### config.mk
export PLATFORM = sky130hd
export DESIGN_NAME = pool_nl_psum_accum
export DESIGN_NICKNAME = d
export VERILOG_FILES = /design/src/rtl/pool_nl_pkg.sv /design/src/rtl/pool_nl_requant.sv /design/src/rtl/pool_nl_psum_accum.sv
export SDC_FILE = /design/constraint.sdc
export NUM_CORES = 1
export LEC_CHECK = 0
export ABC_AREA = 1
export CELL_PAD_IN_SITES_DETAIL_PLACEMENT = 1
export CELL_PAD_IN_SITES_GLOBAL_PLACEMENT = 2
export CORE_MARGIN = 1
export CORE_UTILIZATION = 48
export CTS_CLUSTER_SIZE = 14
export DETAILED_ROUTE_END_ITERATION = 8
export PLACE_DENSITY = 0.93
export SLEW_MARGIN = 10
export SYNTH_ARGS = -nofsm -noshare
export SYNTH_HDL_FRONTEND = slang
export SYNTH_HIERARCHICAL = 1
export SYNTH_SLANG_ARGS = --single-unit
### constraint.sdc
create_clock -name clk -period 16.3 [get_ports clk]
set_clock_uncertainty 0.05 [all_clocks]
set_input_delay 4.075 -clock clk [delete_from_list [all_inputs] [get_ports clk]]
set_output_delay 4.075 -clock clk [all_outputs]
set_load 0.02 [all_outputs]
### src/rtl/pool_nl_pkg.sv
// Shared types, widths and the output saturation helper for the
// pooling/non-linearity partial-sum accumulator.
// IN_W follows the codebase-wide `WID_PE_BITS (defaults to 16 if unset).
`ifndef WID_PE_BITS
`define WID_PE_BITS 16
`endif

package pool_nl_pkg;

    typedef enum logic [1:0] {
        IDLE = 2'd0,
        RUN  = 2'd1,
        DONE = 2'd2
    } state_t;

    localparam int ROW_MAX    = 64;
    localparam int MAX_PASSES = 16;
    localparam int IN_W       = `WID_PE_BITS;
    localparam int OUT_W      = 8;

    // Accumulator headroom covers MAX_PASSES full-scale partial sums.
    localparam int ACC_W   = IN_W + $clog2(MAX_PASSES);
    localparam int PIX_W   = $clog2(ROW_MAX + 1);
    localparam int PASS_W  = $clog2(MAX_PASSES + 1);
    localparam int IDX_W   = $clog2(ROW_MAX);
    localparam int SHIFT_W = 5;

    localparam logic signed [ACC_W-1:0] SAT_HI = ACC_W'(2 ** (OUT_W - 1) - 1);
    localparam logic signed [ACC_W-1:0] SAT_LO = ACC_W'(-(2 ** (OUT_W - 1)));

    // Clamp an accumulator-width value into the signed output range.
    function automatic logic signed [OUT_W-1:0] sat_to_out(input logic signed [ACC_W-1:0] v);
        if (v > SAT_HI) begin
            return SAT_HI[OUT_W-1:0];
        end else if (v < SAT_LO) begin
            return SAT_LO[OUT_W-1:0];
        end else begin
            return v[OUT_W-1:0];
        end
    endfunction

endpackage

### src/rtl/pool_nl_requant.sv
// Combinational requantiser: optional ReLU, arithmetic right shift (floor),
// then saturation to the narrow output width.
// Optional feature macro: POOL_NL_RELU_EN (clamp negatives to zero first).
module pool_nl_requant
    import pool_nl_pkg::*;
(
    input  logic signed [ACC_W-1:0]   acc,
    input  logic        [SHIFT_W-1:0] shift,
    output logic signed [OUT_W-1:0]   res
);

    logic signed [ACC_W-1:0] relu_v;
    logic signed [ACC_W-1:0] shifted_v;

    // ReLU, floor shift and saturate in that order.
    always_comb begin
`ifdef POOL_NL_RELU_EN
        relu_v = acc[ACC_W-1] ? '0 : acc;
`else
        relu_v = acc;
`endif
        shifted_v = relu_v >>> shift;
        res       = sat_to_out(shifted_v);
    end

endmodule

### src/rtl/pool_nl_psum_accum.sv
// Per-pixel channel partial-sum accumulator over a configurable number of
// passes, with a requantised valid/ready output stage.
// Optional feature macro: POOL_NL_RELU_EN (evaluated in pool_nl_requant).
module pool_nl_psum_accum
    import pool_nl_pkg::*;
(
    input  logic                      clk,
    input  logic                      rst,
    input  logic                      start,
    input  logic        [PIX_W-1:0]   cfg_row_len,
    input  logic        [PASS_W-1:0]  cfg_num_passes,
    input  logic        [SHIFT_W-1:0] cfg_shift,
    input  logic                      in_valid,
    output logic                      in_ready,
    input  logic signed [IN_W-1:0]    in_data,
    output logic                      out_valid,
    input  logic                      out_ready,
    output logic signed [OUT_W-1:0]   out_data,
    output logic                      busy,
    output logic                      done
);

    state_t state;
    state_t state_nxt;

    logic [PIX_W-1:0]   row_len;
    logic [PASS_W-1:0]  num_passes;
    logic [SHIFT_W-1:0] shift;
    logic [PIX_W-1:0]   pix_cnt;
    logic [PASS_W-1:0]  pass_cnt;
    // Set once the final beat of the row is taken; blocks further input.
    logic               all_in;

    logic signed [ACC_W-1:0] psum_buf [0:ROW_MAX-1];

    logic                    last_pass;
    logic                    last_pix;
    logic                    accept;
    logic [IDX_W-1:0]        idx;
    logic signed [ACC_W-1:0] in_ext;
    logic signed [ACC_W-1:0] prev_psum;
    logic signed [ACC_W-1:0] sum;
    logic signed [OUT_W-1:0] requant_res;

    assign last_pass = (pass_cnt == num_passes - PASS_W'(1));
    assign last_pix  = (pix_cnt == row_len - PIX_W'(1));
    assign accept    = in_valid && in_ready;
    assign idx       = pix_cnt[IDX_W-1:0];
    assign in_ext    = {{(ACC_W - IN_W){in_data[IN_W-1]}}, in_data};
    // First pass starts from zero, so the buffer is overwritten rather than added to.
    assign prev_psum = (pass_cnt == '0) ? '0 : psum_buf[idx];
    assign sum       = prev_psum + in_ext;

    pool_nl_requant u_requant (
        .acc   (sum),
        .shift (shift),
        .res   (requant_res)
    );

    // State register.
    always_ff @(posedge clk or posedge rst) begin
        if (rst) begin
            state <= IDLE;
        end else begin
            state <= state_nxt;
        end
    end

    // Next-state and status outputs; the final pass stalls on a full output register.
    always_comb begin
        state_nxt = state;
        busy      = 1'b0;
        done      = 1'b0;
        in_ready  = 1'b0;
        case (state)
            IDLE: begin
                if (start) begin
                    state_nxt = RUN;
                end
            end
            RUN: begin
                busy     = 1'b1;
                in_ready = !all_in && (!last_pass || !out_valid || out_ready);
                if (all_in && out_valid && out_ready) begin
                    state_nxt = DONE;
                end
            end
            DONE: begin
                done      = 1'b1;
                state_nxt = IDLE;
            end
            default: state_nxt = IDLE;
        endcase
    end

    // Configuration latch and pixel/pass counters.
    always_ff @(posedge clk or posedge rst) begin
        if (rst) begin
            row_len    <= '0;
            num_passes <= '0;
            shift      <= '0;
            pix_cnt    <= '0;
            pass_cnt   <= '0;
            all_in     <= 1'b0;
        end else if (state == IDLE && start) begin
            row_len    <= cfg_row_len;
            num_passes <= cfg_num_passes;
            shift      <= cfg_shift;
            pix_cnt    <= '0;
            pass_cnt   <= '0;
            all_in     <= 1'b0;
        end else if (accept) begin
            if (last_pix) begin
                pix_cnt <= '0;
                if (last_pass) begin
                    all_in <= 1'b1;
                end else begin
                    pass_cnt <= pass_cnt + PASS_W'(1);
                end
            end else begin
                pix_cnt <= pix_cnt + PIX_W'(1);
            end
        end
    end

    // Row buffer holds running sums for every non-final pass.
    always_ff @(posedge clk) begin
        if (accept && !last_pass) begin
            psum_buf[idx] <= sum;
        end
    end

    // Output register; reloads on a same-cycle handshake and new final beat.
    always_ff @(posedge clk or posedge rst) begin
        if (rst) begin
            out_valid <= 1'b0;
            out_data  <= '0;
        end else if (accept && last_pass) begin
            out_valid <= 1'b1;
            out_data  <= requant_res;
        end else if (out_ready) begin
            out_valid <= 1'b0;
        end
    end

endmodule

==> reports/results.ini, run 1 <==
[logic_synthesis]
netlist_area_um2=52230
yosysUniqueCellTypes=46
yosysSeqAreaShare_pct=75.55
synth_xor_area_share_pct=0.6372
yosysWarnings=6
synth_seq_cells=1321
synth_nets=4123
synth_compound_area_share_pct=4.877
synth_top_family_by_area=simple AND/OR/NAND/NOR gates
synthCells=4060
synthAdderAreaFrac_pct=0.6132
synth_edf_count=1280
synth_ff_type=edfxtp_1
syn_avg_cell_area_um2=12.86
synth_mux_area_share_pct=0.03833
synth-simple-area-share_pct=15.90
synthArstFlopShare_pct=3.104

[clock_network]
path_clk_slew_ps=50
cts_setup_buffers=0
cts_tree=done
cts_root_buffer=clkbuf_16
cts_buffers=137
cts_buffer_depth=3
postCtsResizedCells=0
cts_num_sinks=1321
htreeDepth=4
hold_buffers=0
clk_latency_ps=770

[job]
maxCapViolations=0

[worst_setup_path]
worstPathCellList=clkdlybuf4s50_1 -> nor2_1 -> nand2_1 -> nand2_1 -> inv_1 -> clkdlybuf4s50_1
critPathBufInv=3
crit_type=in -> out
cp_top_family=buffers and inverters
r2r_cells=34
slowest_stage=clkdlybuf4s50_1
endpoint=in_ready
cp-end-kind=output pin
rrSetupSlack_ps=7350
cp_num_cells=6
worstPathMaxFanout=2
startpoint=out_ready
cpPeakStageDelay_ps=590
worstPathArrival_ps=5410
timing.rr.end=out_data[3]
required_ps=12180
startpoint_type=input port
r2r-start=pix_cnt[0]

[floorplanning]
num_rows=120
dieHeight_um=331.9
fp.dieW_um=331.9
io_pins=50
start_util_pct=48.59
core_um2=107500
die-area_um2=110100

[sta]
fin_crit_sh_pct=58.51
fin_crit_ps=9537
relSlewSlack_pct=18.61
tightestPinTransition_ps=1219
max_freq_mhz=104.9
drv_slew=0
tns_ps=0
setup_viol=0
hold_viol_final=0
rsz0062_at_grt=false

[cells_and_area]
layout_commonest_cell=nand2_1
fin_cells=5668
multiInputGateArea_um2=12130
design_area_um2=59240
final_cell_mix=nand2_1 (1441), edfxtp_1 (1280), nand3_1 (175), nand4_1 (173), a22oi_1 (169)
nFillCells=10510
drive_gt1_share_pct=9.850
area_growth_pct=13.42
nNetsFinal=4223
regArea_um2=39460

[route]
ant_nets=0
dr.pass1.iters=6
routed_via_density=6.218
vias=35240
drt-wirelength-per-cell_um=30.25
drt-initial-drc-count=4483
wl_um=171400
route.detailed.drc=0

[global_routing]
antenna_found_initial=6
grt_max_degree=108
grt_pass1_wl_um=245600
gr-total-overflow=0
gr-usage-all-layers_pct=30.88
grt_pass1_vias=37190

[placement]
dp_cells=5424
gp_congestion=0.8552
port_buffers=49
dpl_cell_area_um2=54970
hpwl_um=96110

[power]
p_per_area_nw_per_um2=205.4
power.leakage_nw=20.53
ir_worst_vdd_mv=0.1836

[outcome]
status=completed

[hold_path]
hp-class=reg -> reg

[synthesized netlist by cell type, types with 4 or more instances]
| cell type | instances | share of area (%) |
|---|---|---|
| nand2_1 | 1442 | 10 |
| edfxtp_1 | 1280 | 74 |
| nand3_1 | 175 | 1.7 |
| nand4_1 | 173 | 2.1 |
| a22oi_1 | 169 | 2.4 |
| nor2_1 | 156 | 1.1 |
| o21ai_0 | 111 | 1.1 |
| buf_2 | 97 | 0.93 |
| inv_1 | 73 | 0.52 |
| clkbuf_1 | 70 | 0.50 |
| a21oi_1 | 64 | 0.61 |
| dfrtp_1 | 41 | 2.0 |
| o21ai_1 | 37 | 0.35 |
| xor2_1 | 28 | 0.47 |
| ha_1 | 24 | 0.57 |
| inv_2 | 11 | 0.079 |
| nand3_2 | 11 | 0.21 |
| nor3_1 | 10 | 0.096 |
| xnor2_1 | 10 | 0.17 |
| nand2_2 | 7 | 0.084 |
| o2bb2ai_1 | 7 | 0.12 |
| buf_4 | 6 | 0.086 |
| buf_1 | 5 | 0.036 |
| buf_6 | 5 | 0.11 |
| nand2_4 | 5 | 0.11 |
| nand3b_1 | 5 | 0.072 |
| nor2_2 | 5 | 0.060 |
| clkinv_1 | 4 | 0.029 |
| o211ai_1 | 4 | 0.057 |
[per-layer routing]
layer  wire [µm]  share of wire (%)  track usage, %  vias up
met5          35              0.020               0        -
met4        7523                4.4           13.87        6
met3       14700                8.6           5.290      422
met2       84770                 49           52.44     1927
met1       64420                 38           38.90    18130
li1            -                  -               -    14760
[registers in the layout, summed over array words and instances (netlist names)]
| name | count |
|---|---|
| shift | 5 |
| row_len | 7 |
| out_valid | 1 |
| num_passes | 5 |
| all_in | 1 |
| state | 2 |
| pix_cnt | 7 |
| pass_cnt | 5 |
| psum_buf | 1280 |
| out_data | 8 |
[worst register-to-register path, delay by kind of cell, from the launching register on]
family | cells | cell delay (ps)
xor gates and xnor gates | 1 | 310
DFF | 1 | 410
AOI/OAI and AO/OA | 5 | 1500
and+or+nand+nor | 22 | 3520
buffers and inverters | 4 | 2470
adders and majority gates | 2 | 630
[cells by family (layout without fill, tap and decap cells)]
group                      after synthesis  in the layout
other                                    0              1
DFF                                   1321           1321
AOI/OAI and AO/OA                      408            408
buffers and inverters                  274            478
and+or+nand+nor                       1992           1992
adders and majority gates               25             25
muxes                                    2              2
xor gates and xnor gates                38             38
[power by group]
| group | total, W | internal, W | switching (W) |
|---|---|---|---|
| sequential | 0.00504 | 0.00494 | 0.0000923 |
| clock | 0.00304 | 0.00170 | 0.00134 |
| combinational | 0.00409 | 0.000793 | 0.00330 |
| total | 0.0122 | 0.00744 | 0.00473 |
[worst min path at each step]
stage	start	to	slack [ps]	cells past startpoint
after floorplan	shift[4]	shift[4]	400	2
after global placement	out_data[7]	out_data[7]	420	2
after detailed placement	out_data[6]	out_data[6]	420	2
after CTS	out_data[6]	out_data[6]	440	2
after global routing	out_data[6]	out_data[6]	470	2
final	out_data[6]	out_data[6]	430	2
[stage by stage]
step	total power [W]	worst slack [ps]	util [%]	hold WS, ps
2_1_floorplan	0.007258	7704	-	397.0
3_5_place_dp	0.009058	6752	51.14	424.6
5_1_grt	0.01250	6685	55.10	469.3
6_report	0.01217	6763	55.11	432.9
3_3_place_gp	0.008842	6753	51.14	421.4
4_1_cts	0.01209	6752	55.10	439.7
[cell type report]
cell class                      count  area share [%]
Sequential cell                  1321           66.62
Antenna cell                        1        0.004224
Timing Repair Buffer              146           2.121
Tap cell                         1403           2.963
Multi-Input combinational cell   2465           20.47
Inverter                           89          0.6231
Clock inverter                     69           1.073
Clock buffer                      174           6.127
Note: power is estimated with default switching activity, not from simulation.
==> run 2, diff against run 1 <==
--- a/config.mk
+++ b/config.mk
@@ -9,10 +9,10 @@
 export CELL_PAD_IN_SITES_DETAIL_PLACEMENT = 1
 export CELL_PAD_IN_SITES_GLOBAL_PLACEMENT = 2
 export CORE_MARGIN = 1
-export CORE_UTILIZATION = 48
+export CORE_UTILIZATION = 45
 export CTS_CLUSTER_SIZE = 14
 export DETAILED_ROUTE_END_ITERATION = 8
-export PLACE_DENSITY = 0.93
+export PLACE_DENSITY = 0.88
 export SLEW_MARGIN = 10
 export SYNTH_ARGS = -nofsm -noshare
 export SYNTH_HDL_FRONTEND = slang
==> constraint.sdc (replaced) <==
create_clock -name clk -period 9 [get_ports clk]
set_clock_uncertainty 0.05 [all_clocks]
set_input_delay 2.25 -clock clk [delete_from_list [all_inputs] [get_ports clk]]
set_output_delay 2.25 -clock clk [all_outputs]
set_load 0.02 [all_outputs]
==> run 2 against run 1 <==
Compared with the run above:
- worst setup slack worse by 5900 ps
- non-clock buffer count is 17 higher
- global-route usage decreased by 1.7 points
- die area up 6.6%
- wire length is 0.11% lower
- largest cell class unchanged
==> reports/results.ini, run 2 (synthesis results as in run 1) <==
[outcome]
status=completed

[job]
maxCapViolations=0

[sta]
fin_crit_ps=8114
setup_viol=0
max_freq_mhz=123.2
relSlewSlack_pct=8.640
tns_ps=0
drv_slew=0
tightestPinTransition_ps=1364
rsz0062_at_grt=false
hold_slack_ps=431.3
fin_crit_sh_pct=90.15
hold_viol_final=0

[route]
route.detailed.drc=0
dr.pass1.iters=5
ant_nets=0
vias=35010
routed_via_density=6.046
drt-wirelength-per-cell_um=29.58
drt-initial-drc-count=3893
wl_um=171300

[worst_setup_path]
r2r-start=pix_cnt[2]
startpoint=pix_cnt[2]
crit_type=reg -> reg
startpoint_type=flip-flop
critPathBufInv=5
cp-end-kind=flip-flop
required_ps=9650
cpPeakStageDelay_ps=1080
worstPathMaxFanout=60
cp_top_family=simple AND/OR/NAND/NOR gates
cpMostUsedCell=nand2_1
worstPathArrival_ps=8760
slowest_stage=xnor2_2

[clock_network]
hold_buffers=0
postCtsResizedCells=0
clk_latency_ps=770
cts_num_sinks=1321
htreeDepth=4
path_clk_slew_ps=60
cts_tree=done
cts_buffer_depth=3
cts_root_buffer=clkbuf_16
cts_setup_buffers=0
cts_buffers=138

[cells_and_area]
regMostFlops=psum_buf
fin_util_pct=52.08
nFillCells=11360
nNetsFinal=4241
largest_register_ff_count=1280
design_area_um2=59710
drive_gt1_share_pct=10.24
layout_top_registers=psum_buf: 1280 flops, out_data: 8 flops
final_cell_mix=nand2_1 (1441), edfxtp_1 (1280), nand3_1 (175), nand4_1 (173), a22oi_1 (169)
area_growth_pct=14.32
layout_commonest_cell=nand2_1

[floorplanning]
die-area_um2=117400
fp.dieW_um=342.7
dieHeight_um=342.7
num_rows=124
io_pins=50
start_util_pct=45.56
core_um2=114700

[global_routing]
antenna_found_initial=6
grt_pass1_vias=36320
gr-total-overflow=0
gr-usage-all-layers_pct=29.19
grt_max_degree=83
grt_pass1_wl_um=246700

[placement]
port_buffers=49
gp_congestion=0.8982
hpwl_um=100800
dpl_cell_area_um2=55290

[power]
power_w=0.02225
ir_worst_vdd_mv=0.2667
power.leakage_nw=20.70
p_per_area_nw_per_um2=372.6

[hold_path]
min-delay-start=out_data[7]
hp-class=reg -> reg

-- run 2: through the flow --
step           setup WS [ps]  std cells
2_1_floorplan           2229       4060
3_3_place_gp            1383       5550
3_5_place_dp            1175       5550
4_1_cts                 1123       5789
5_1_grt                579.4       5789
6_report               886.2       5790
-- run 2: path summary, 6_finish.rpt --
check | endpoint | slack (ps) | cells past startpoint
min in group asynchronous | out_data[0] | 1900 | 3
max in group asynchronous | pix_cnt[0] | 6550 | 3
hold reg to reg | out_data[7] | 430 | 2
hold / removal | out_data[7] | 430 | 2
setup / recovery | out_data[6] | 890 | 33
setup reg to reg | out_data[6] | 890 | 33
-- run 2: cell type report --
type / instances / area (µm²) / area share, %
diodes: 1 / 2.502 / 0.004191
flip-flops and latches: 1321 / 39460 / 66.09
well taps: 1512 / 1892 / 3.168
inverters: 89 / 369.1 / 0.6182
repair buffers: 163 / 1421 / 2.380
clock inverters: 74 / 774.5 / 1.297
multi-input cells: 2465 / 12150 / 20.34
clock buffers: 165 / 3640 / 6.096
-- run 2: metal layers --
| layer | vias to the layer above | wire (µm) | GRT usage [%] |
|---|---|---|---|
| li1 | 14810 | - | - |
| met1 | 18030 | 66880 | 38.29 |
| met2 | 1785 | 82680 | 48.19 |
| met3 | 370 | 14510 | 4.832 |
| met4 | 6 | 7145 | 12.38 |
| met5 | - | 37 | 0 |
-- run 2: tightest hold or removal path, stage by stage (launching register included) --
cell	delay [ps]
dfrtp_1	340
nand2_1	60
nand2_1	60
-- run 2: report_power, final --
group          total (W)  switching (W)  internal [W]
Clock            0.00567        0.00243       0.00324
Sequential       0.00912       0.000179       0.00894
Combinational    0.00746        0.00597       0.00149
